**src/rtl/step_period_meter.sv**
```systemverilog
// step_period_meter
//
// Measures the half-period of an incoming step/square wave and recovers the
// Pitch count a stepper frequency generator would need to reproduce it. The
// generator toggles its pin every Pitch+2 clocks, so a measured half-period
// of H clocks maps back to Pitch = H - 2.
//
// Ports:
//   Clk          system clock
//   Rst_n        asynchronous active-low reset
//   Step_in      asynchronous square wave to measure
//   Pitch_out    recovered Pitch, 0 while silent/unlocked
//   Pitch_valid  one-cycle pulse on every Pitch_out update
//   Locked       high while measurements are being produced
//   Glitch       one-cycle pulse when a too-short interval is rejected
//   Timeout      one-cycle pulse when the input goes silent
//
// Optional feature (macro STEP_PERIOD_AVG_EN): Pitch_out is derived from the
// average of the two most recent accepted half-periods, which cancels
// duty-cycle asymmetry in external sources. A fresh pair of intervals is
// needed after arming and after every glitch before updates resume.

module step_period_meter #(
   parameter int               WIDTH    = 24,
   parameter logic [WIDTH-1:0] TIMEOUT  = 24'hFFFFFF,
   parameter logic [WIDTH-1:0] MIN_HALF = WIDTH'(3)
) (
   input  logic             Clk,
   input  logic             Rst_n,
   input  logic             Step_in,
   output logic [WIDTH-1:0] Pitch_out,
   output logic             Pitch_valid,
   output logic             Locked,
   output logic             Glitch,
   output logic             Timeout
);

   typedef enum logic [1:0] {IDLE, ARMED, LOCKED} state_t;

   localparam logic [WIDTH-1:0] CNT_MAX = TIMEOUT - WIDTH'(1);

   state_t           state;
   state_t           state_next;
   logic             s1, s2, s3;
   logic             step_edge;
   logic [WIDTH-1:0] cnt;
   logic [WIDTH-1:0] h;
   logic             accept;
   logic             at_limit;
   logic [WIDTH-1:0] pitch_d;
   logic             valid_d;
   logic             glitch_d;
   logic             timeout_d;

`ifdef STEP_PERIOD_AVG_EN
   logic [WIDTH-1:0] h_prev;
   logic [WIDTH-1:0] h_prev_d;
   logic             prime;
   logic             prime_d;
   logic [WIDTH:0]   h_sum;
   logic [WIDTH-1:0] avg_pitch;

   // The sum is one bit wider so two large intervals cannot overflow
   // before the halving.
   assign h_sum     = {1'b0, h_prev} + {1'b0, h};
   assign avg_pitch = h_sum[WIDTH:1] - WIDTH'(2);
`endif

   // Two flops resolve metastability; the third gives the previous sample
   // so both rising and falling edges are seen. The fixed delay is the same
   // for every edge and so drops out of the interval.
   always_ff @(posedge Clk or negedge Rst_n) begin
      if (!Rst_n) begin
         s1 <= 1'b0;
         s2 <= 1'b0;
         s3 <= 1'b0;
      end else begin
         s1 <= Step_in;
         s2 <= s1;
         s3 <= s2;
      end
   end

   assign step_edge = s2 ^ s3;
   assign h         = cnt + WIDTH'(1);
   assign accept    = (h >= MIN_HALF);
   assign at_limit  = (cnt == CNT_MAX);
   assign Locked    = (state == LOCKED);

   // State register.
   always_ff @(posedge Clk or negedge Rst_n) begin
      if (!Rst_n) state <= IDLE;
      else        state <= state_next;
   end

   // Next-state logic. An edge always takes priority over the timeout, so a
   // measurement landing on the saturation cycle is still accepted.
   always_comb begin
      state_next = state;
      case (state)
         IDLE: begin
            if (step_edge) state_next = ARMED;
         end
         ARMED: begin
            if (step_edge) begin
               if (accept) state_next = LOCKED;
            end else if (at_limit) begin
               state_next = IDLE;
            end
         end
         LOCKED: begin
            if (!step_edge && at_limit) state_next = IDLE;
         end
         default: state_next = IDLE;
      endcase
   end

   // Output logic: computes the values the output registers take next.
   // Pitch_out holds unless an accepted measurement or a timeout changes it.
   always_comb begin
      pitch_d   = Pitch_out;
      valid_d   = 1'b0;
      glitch_d  = 1'b0;
      timeout_d = 1'b0;
`ifdef STEP_PERIOD_AVG_EN
      h_prev_d  = h_prev;
      prime_d   = prime;
`endif
      if (state != IDLE) begin
         if (step_edge) begin
            if (accept) begin
`ifdef STEP_PERIOD_AVG_EN
               // The first good interval after arming or a glitch has no
               // partner to average with, so it only seeds h_prev.
               h_prev_d = h;
               prime_d  = 1'b0;
               if (state == LOCKED && !prime) begin
                  pitch_d = avg_pitch;
                  valid_d = 1'b1;
               end
`else
               pitch_d = cnt - WIDTH'(1);
               valid_d = 1'b1;
`endif
            end else begin
               glitch_d = 1'b1;
`ifdef STEP_PERIOD_AVG_EN
               prime_d  = 1'b1;
`endif
            end
         end else if (at_limit) begin
            pitch_d   = '0;
            timeout_d = 1'b1;
         end
      end
   end

   // Interval counter and registered outputs. The counter restarts on every
   // edge, is held at zero while idle, and saturates rather than wrapping.
   always_ff @(posedge Clk or negedge Rst_n) begin
      if (!Rst_n) begin
         cnt         <= '0;
         Pitch_out   <= '0;
         Pitch_valid <= 1'b0;
         Glitch      <= 1'b0;
         Timeout     <= 1'b0;
`ifdef STEP_PERIOD_AVG_EN
         h_prev      <= '0;
         prime       <= 1'b0;
`endif
      end else begin
         if (step_edge || state == IDLE) cnt <= '0;
         else if (!at_limit)             cnt <= cnt + WIDTH'(1);
         Pitch_out   <= pitch_d;
         Pitch_valid <= valid_d;
         Glitch      <= glitch_d;
         Timeout     <= timeout_d;
`ifdef STEP_PERIOD_AVG_EN
         h_prev      <= h_prev_d;
         prime       <= prime_d;
`endif
      end
   end

endmodule

```
**config.mk**
```make
export PLATFORM = sky130hd
export DESIGN_NAME = step_period_meter
export DESIGN_NICKNAME = d
export VERILOG_FILES = /design/src/rtl/step_period_meter.sv
export SDC_FILE = /design/constraint.sdc
export NUM_CORES = 1
export LEC_CHECK = 0
export BUFFER_PORTS_ARGS = -buffer_cell sky130_fd_sc_hd__buf_2
export CAP_MARGIN = 0
export CORE_MARGIN = 1.5
export CORE_UTILIZATION = 45
export CTS_CLUSTER_DIAMETER = 120
export CTS_CLUSTER_SIZE = 20
export DETAILED_ROUTE_END_ITERATION = 7
export PLACE_DENSITY_LB_ADDON = 0.15
export SLEW_MARGIN = 15
export SYNTH_ARGS = -nofsm -noshare
export SYNTH_HDL_FRONTEND = slang
export SYNTH_SLANG_ARGS = --single-unit
```
**constraint.sdc**
```tcl
create_clock -name Clk -period 5.15 [get_ports Clk]
set_input_delay 0.7725 -clock Clk [delete_from_list [all_inputs] [get_ports Clk]]
set_output_delay 0.7725 -clock Clk [all_outputs]
set_load 0.03 [all_outputs]
```
==> After elaboration in Yosys (flattened, before gate mapping) <==
Index checks and enable logic that the tools add are counted.
{ "op_classes": {"n_lt_le_gt_ge": 1, "reduce_logical": 8, "muxes": 20, "n_bitwise": 1, "shift": 0, "addsub": 2, "mul": 0, "div": 0, "n_eq_ne": 9} }
{ "ops": {"columns": ["op", "n"], "rows": [
  ["2-to-1 mux 24 bit", 5],
  ["adder 24 x 1 -> 24 bit (second input constant)", 1],
  ["== test 24 bit (second input constant)", 1],
  [">= comparator 24 x 2 -> 1 bit (second input constant)", 1],
  ["subtractor 24 x 1 -> 24 bit (second input constant)", 1],
  ["2-to-1 mux 2 bit", 5],
  ["2-to-1 mux 1 bit", 9],
  ["!= test 2 x 1 -> 1 bit (second input constant)", 3],
  ["!= test 3 bit (second input constant)", 2],
  ["case mux 2 bit (3 select lines)", 1],
  ["AND reduction 4 bit", 1],
  ["nonzero test 2 bit", 2],
  ["AND reduction 3 bit", 1],
  ["== test 2 x 1 -> 1 bit (second input constant)", 1],
  ["== test 2 bit (second input constant)", 1],
  ["zero test 2 bit", 1],
  ["!= test 2 bit (second input constant)", 1],
  ["logical AND 1 bit", 1],
  ["zero test 1 bit", 1],
  ["logical OR 1 bit", 1],
  ["bitwise XOR 1 bit", 1]
]} }
{ "totals": {"rom_bits": 0, "ramBits": 0, "word_cells": 50, "mem_count": 0, "latch_bits": 0, "out_inout_bits": 28, "regBits": 56, "in_bits": 3} }

==> Logic depth before layout (Yosys ltp) <==
{ "logic_depth": {"word_depth": 5, "ltp_mapped": 10, "ltp_nobuf": 9} }

==> Worst setup path before layout <==
Ideal clock, no wire load.
{ "synth_timing": {"path_type": "reg2reg", "start": "reg cnt[11]", "end": "reg Pitch_out[23]", "required_time_ps": 5075, "path_stages_with_launch": 10, "path_buffers": 2, "period_less_slack_ps": 2560, "arrival_time_ps": 2485, "setup_time_ps": 75, "slack_ps": 2590, "cell_sequence": "dfrtp_1 clkbuf_8 nand4_1 nor4_4 nand4_1 xor2_1 or4b_4 o221ai_4 buf_8 o2bb2ai_2"} }
{ "synth_between": {"elab_chain_cells": 4, "word_cells_on_any_way": 9, "classes_between": "add/sub: 2; order compare: 1; eq/ne: 2; mux: 2; reduce/logical: 2"} }
{ "synth_rtl": {"columns": ["item", "line", "source"], "rows": [
  ["start, declared", "46", "logic [WIDTH-1:0] cnt;"],
  ["start signal, assigned", "173", "else if (!at_limit) cnt <= cnt + WIDTH'(1);"],
  ["adder 24 x 1 -> 24 bit", "85", "assign h = cnt + WIDTH'(1);"],
  [">= comparator 24 x 2 -> 1 bit", "86", "assign accept = (h >= MIN_HALF);"],
  ["!= test 2 x 1 -> 1 bit (no source line)", null, null],
  ["AND reduction 3 bit (no source line)", null, null],
  ["end signal, assigned", "174", "Pitch_out <= pitch_d;"],
  ["end, declared", "31", "output logic [WIDTH-1:0] Pitch_out,"]
]} }
Parallel ways exist; a longest one is shown, timed or not. The select of a mux whose other input is x is not followed.
A chain may end at the register's enable or synchronous reset.

==> Final worst setup path <==
{ "layout_timing": {"start": "reg cnt[0]", "end": "reg Pitch_out[22]"} }
The elaborated chain is that of the path after synthesis.

==> flow_metrics.env <==
export IMPL_synth_seq_cells=56
export IMPL_drc=0
export IMPL_core_sq_um=7650
export IMPL_nets=339
export IMPL_drive_above_1_share_pct=22.5
export IMPL_grt_pass1_vias=2321
export IMPL_synth_top_cells_by_count="dfrtp_1, xnor2_1, a21oi_1"
export IMPL_end_kind="flip-flop"
export IMPL_synth_most_common_cell="dfrtp_1"
export IMPL_grt_setup_unrepaired="no"
export IMPL_cts_num_sinks=56
export IMPL_vias=2362
export IMPL_p_sw_share_pct=43.1
export IMPL_track_usage_pct=17.7
export IMPL_place_congestion=0.816
export IMPL_cpMaxStageDelayCell="o221ai_4"
export IMPL_worst_pin_slew_ns=1.01
export IMPL_synth_ff_type="dfrtp_1"
export IMPL_r2r_cells=8
export IMPL_reg2reg_to="Pitch_out[22]"
export IMPL_fin_worst_skew_ns=0.0105
export IMPL_min_path_type="flip-flop to flip-flop"
export IMPL_total_power_w=0.00172
export IMPL_synth_edff_count=0
export IMPL_reg2reg_from="cnt[0]"
export IMPL_status="completed"
export IMPL_wl_per_cell_um=15.9
export IMPL_ys_top_cells_by_area="dfrtp_1, o2bb2ai_2, xnor2_1"
export IMPL_crit_chain="ha_1 -> nand3_2 -> nor4_4 -> nand4_1 -> xor2_1 -> or4b_4 -> o221ai_4 -> o2bb2ai_1"
export IMPL_critical_path_class="flip-flop to flip-flop"
export IMPL_power_frac_clock_pct=14.4
export IMPL_fin_crit_sh_pct=69.4
export IMPL_htree_levels=2
export IMPL_drt_iter0_drc=110
export IMPL_cts_tree="yes"
export IMPL_start_kind="flip-flop"
export IMPL_p_sw_w=0.000744
export IMPL_reg2reg_slack_ns=1.58
export IMPL_clk_pin_slew_ns=0.10
export IMPL_syn_inst=325
export IMPL_yosysSeqAreaShare_pct=39.8
export IMPL_power_density_nw_per_um2=479
export IMPL_antennaDiodeCount=0
export IMPL_die_w_um=91.5
export IMPL_ant_nets=0
export IMPL_leakagePower_nw=1.51
export IMPL_numCtsBuffers=5
export IMPL_whs_endpoint="s2"
export IMPL_cp_max_fo=24
export IMPL_rows=32
export IMPL_routed_wl_um=6930
export IMPL_avgViaCountPerCell=5.42
export IMPL_arrival_ns=3.81
export IMPL_cp_required_ns=5.39
export IMPL_grt_ovfl_total=0
export IMPL_relSlewSlack_pct=32.9
export IMPL_async_reset_ff_share_pct=100
export IMPL_hold_depth=0
export IMPL_p_int_w=0.000981
export IMPL_netlist_area_leader_share_pct=39.8
export IMPL_yosysUniqueCellTypes=58
export IMPL_synth_area_sq_um=3520
export IMPL_grt_pass1_wl_um=11700
export IMPL_drv_cap=0
export IMPL_drt_first_pass_iters=4
export IMPL_postCtsHoldBufs=0
export IMPL_grt_max_degree=57
export IMPL_start_util_pct=46.0
export IMPL_dpl_hpwl_um=4510
export IMPL_seq_power_share_pct=37.6
export IMPL_worstSkewPairLatency_ns=0.31
export IMPL_combPwrFrac_pct=48.0
export IMPL_cts_setup_buffers=0
export IMPL_slew_violations=0
export IMPL_io_buffer_count=30
export IMPL_fin_setup_tns_ns=0
export IMPL_period_minus_slack_ns=3.57
export IMPL_ir_worst_vdd_v=0.000254
export IMPL_hp_start="s1"
export IMPL_regArea_sq_um=1400
export IMPL_die_h_um=91.5
export IMPL_yosysWarnings=0
export IMPL_final_hold_viol_count=0
export IMPL_cts_repair_resized=0
export IMPL_cpPeakStageDelay_ns=0.79
export IMPL_clock_path_buffers=2
export IMPL_setup_violations=0
export IMPL_area_delta_synth_final_pct=2.17
export IMPL_ioPinCount=31
export IMPL_nFillCells=738
export IMPL_worstSetupStartpoint="cnt[0]"
export IMPL_syn_num_nets=331
export IMPL_clock_root_buffer="clkbuf_8"
export IMPL_fmax_ghz=0.280
export IMPL_multi_input_area_sq_um=1790
export IMPL_antenna_found_initial=0
export IMPL_synth_top_area_cell="dfrtp_1"
export IMPL_synth_avg_cell_area_sq_um=10.8
export IMPL_dieArea_sq_um=8360
-- critical path: cells and delay by family (launching register included) --
kind	cells	cell delay (ns)
DFF	1	0.57
and+or+nand+nor	4	1.37
AOI/OAI and AO/OA	2	0.98
xor gates and xnor gates	1	0.22
adders and majority gates	1	0.36
-- power by group through the flow --
stage | combinational [W] | sequential (W) | clock (W)
after floorplan | 0.000496 | 0.000823 | 0
after global placement | 0.000829 | 0.000654 | 0
after detailed placement | 0.000837 | 0.000653 | 0
after CTS | 0.000840 | 0.000650 | 0.000259
after global routing | 0.000891 | 0.000664 | 0.000275
final | 0.000827 | 0.000649 | 0.000249
-- worst max path at each step --
stage                          endpoint  cells past startpoint
after detailed placement  Pitch_out[21]                      8
after global routing       Pitch_out[1]                      8
after global placement    Pitch_out[21]                      7
final                     Pitch_out[22]                      8
after CTS                 Pitch_out[22]                      8
after floorplan           Pitch_out[23]                      9
-- per-layer routing --
layer | vias up | track usage (%) | share of wire, %
li1 | 1171 | - | -
met1 | 1144 | 24.5 | 50
met2 | 37 | 27.5 | 45
met3 | 10 | 3.10 | 2.7
met4 | 0 | 6.64 | 1.7
met5 | - | 0 | 0
-- stage by stage --
step                      hold WS [ns]  instance area [sq um]  util (%)  setup slack, ns  std cells
after global placement           0.333                   3510      45.9             1.65        428
after CTS                        0.357                   3600      47.0             1.54        436
after global routing             0.378                   3600      47.0             1.27        436
final                            0.355                   3600      47.0             1.58        436
after floorplan                  0.331                   3520         -             2.59        325
after detailed placement         0.335                   3510      45.9             1.59        428
-- kinds of logic after synthesis --
group | count (synthesis) | share of synthesized area, %
compound gates | 76 | 19.6
xor+xnor | 48 | 11.9
fa+ha+maj | 3 | 1.07
buf+inv | 37 | 9.45
flops | 56 | 39.8
mux | 1 | 0.284
simple gates | 104 | 17.9
-- flip-flops by register name (all words and copies together), names as in the netlist --
register	count
Pitch_out	24
Pitch_valid	1
Glitch	1
s2	1
Timeout	1
cnt	24
s1	1
state	2
s3	1
-- cell type report --
type	count	area share (%)
Sequential cell	56	39.0
Inverter	5	0.522
Timing Repair Buffer	33	4.80
Clock buffer	8	2.50
Multi-Input combinational cell	232	49.7
Tap cell	102	3.55
-- cell usage in the layout (no fill, tap or decap), types with 3 or more instances in the layout --
cell type,synthesis,layout
a211oi_1,3,3
a21oi_1,23,23
a31oi_1,4,4
and2_1,3,3
buf_2,1,30
buf_4,4,3
clkbuf_8,5,6
dfrtp_1,56,56
ha_1,3,3
inv_1,5,5
nand2_1,20,20
nand3_1,5,5
nand4_1,11,11
nor2_1,21,21
nor3_1,12,12
nor4_1,7,7
o21ai_0,7,7
o2bb2ai_1,4,4
o2bb2ai_2,20,20
or3_1,3,3
xnor2_1,29,29
xor2_1,19,19
Power figures use the tool's default switching activity.
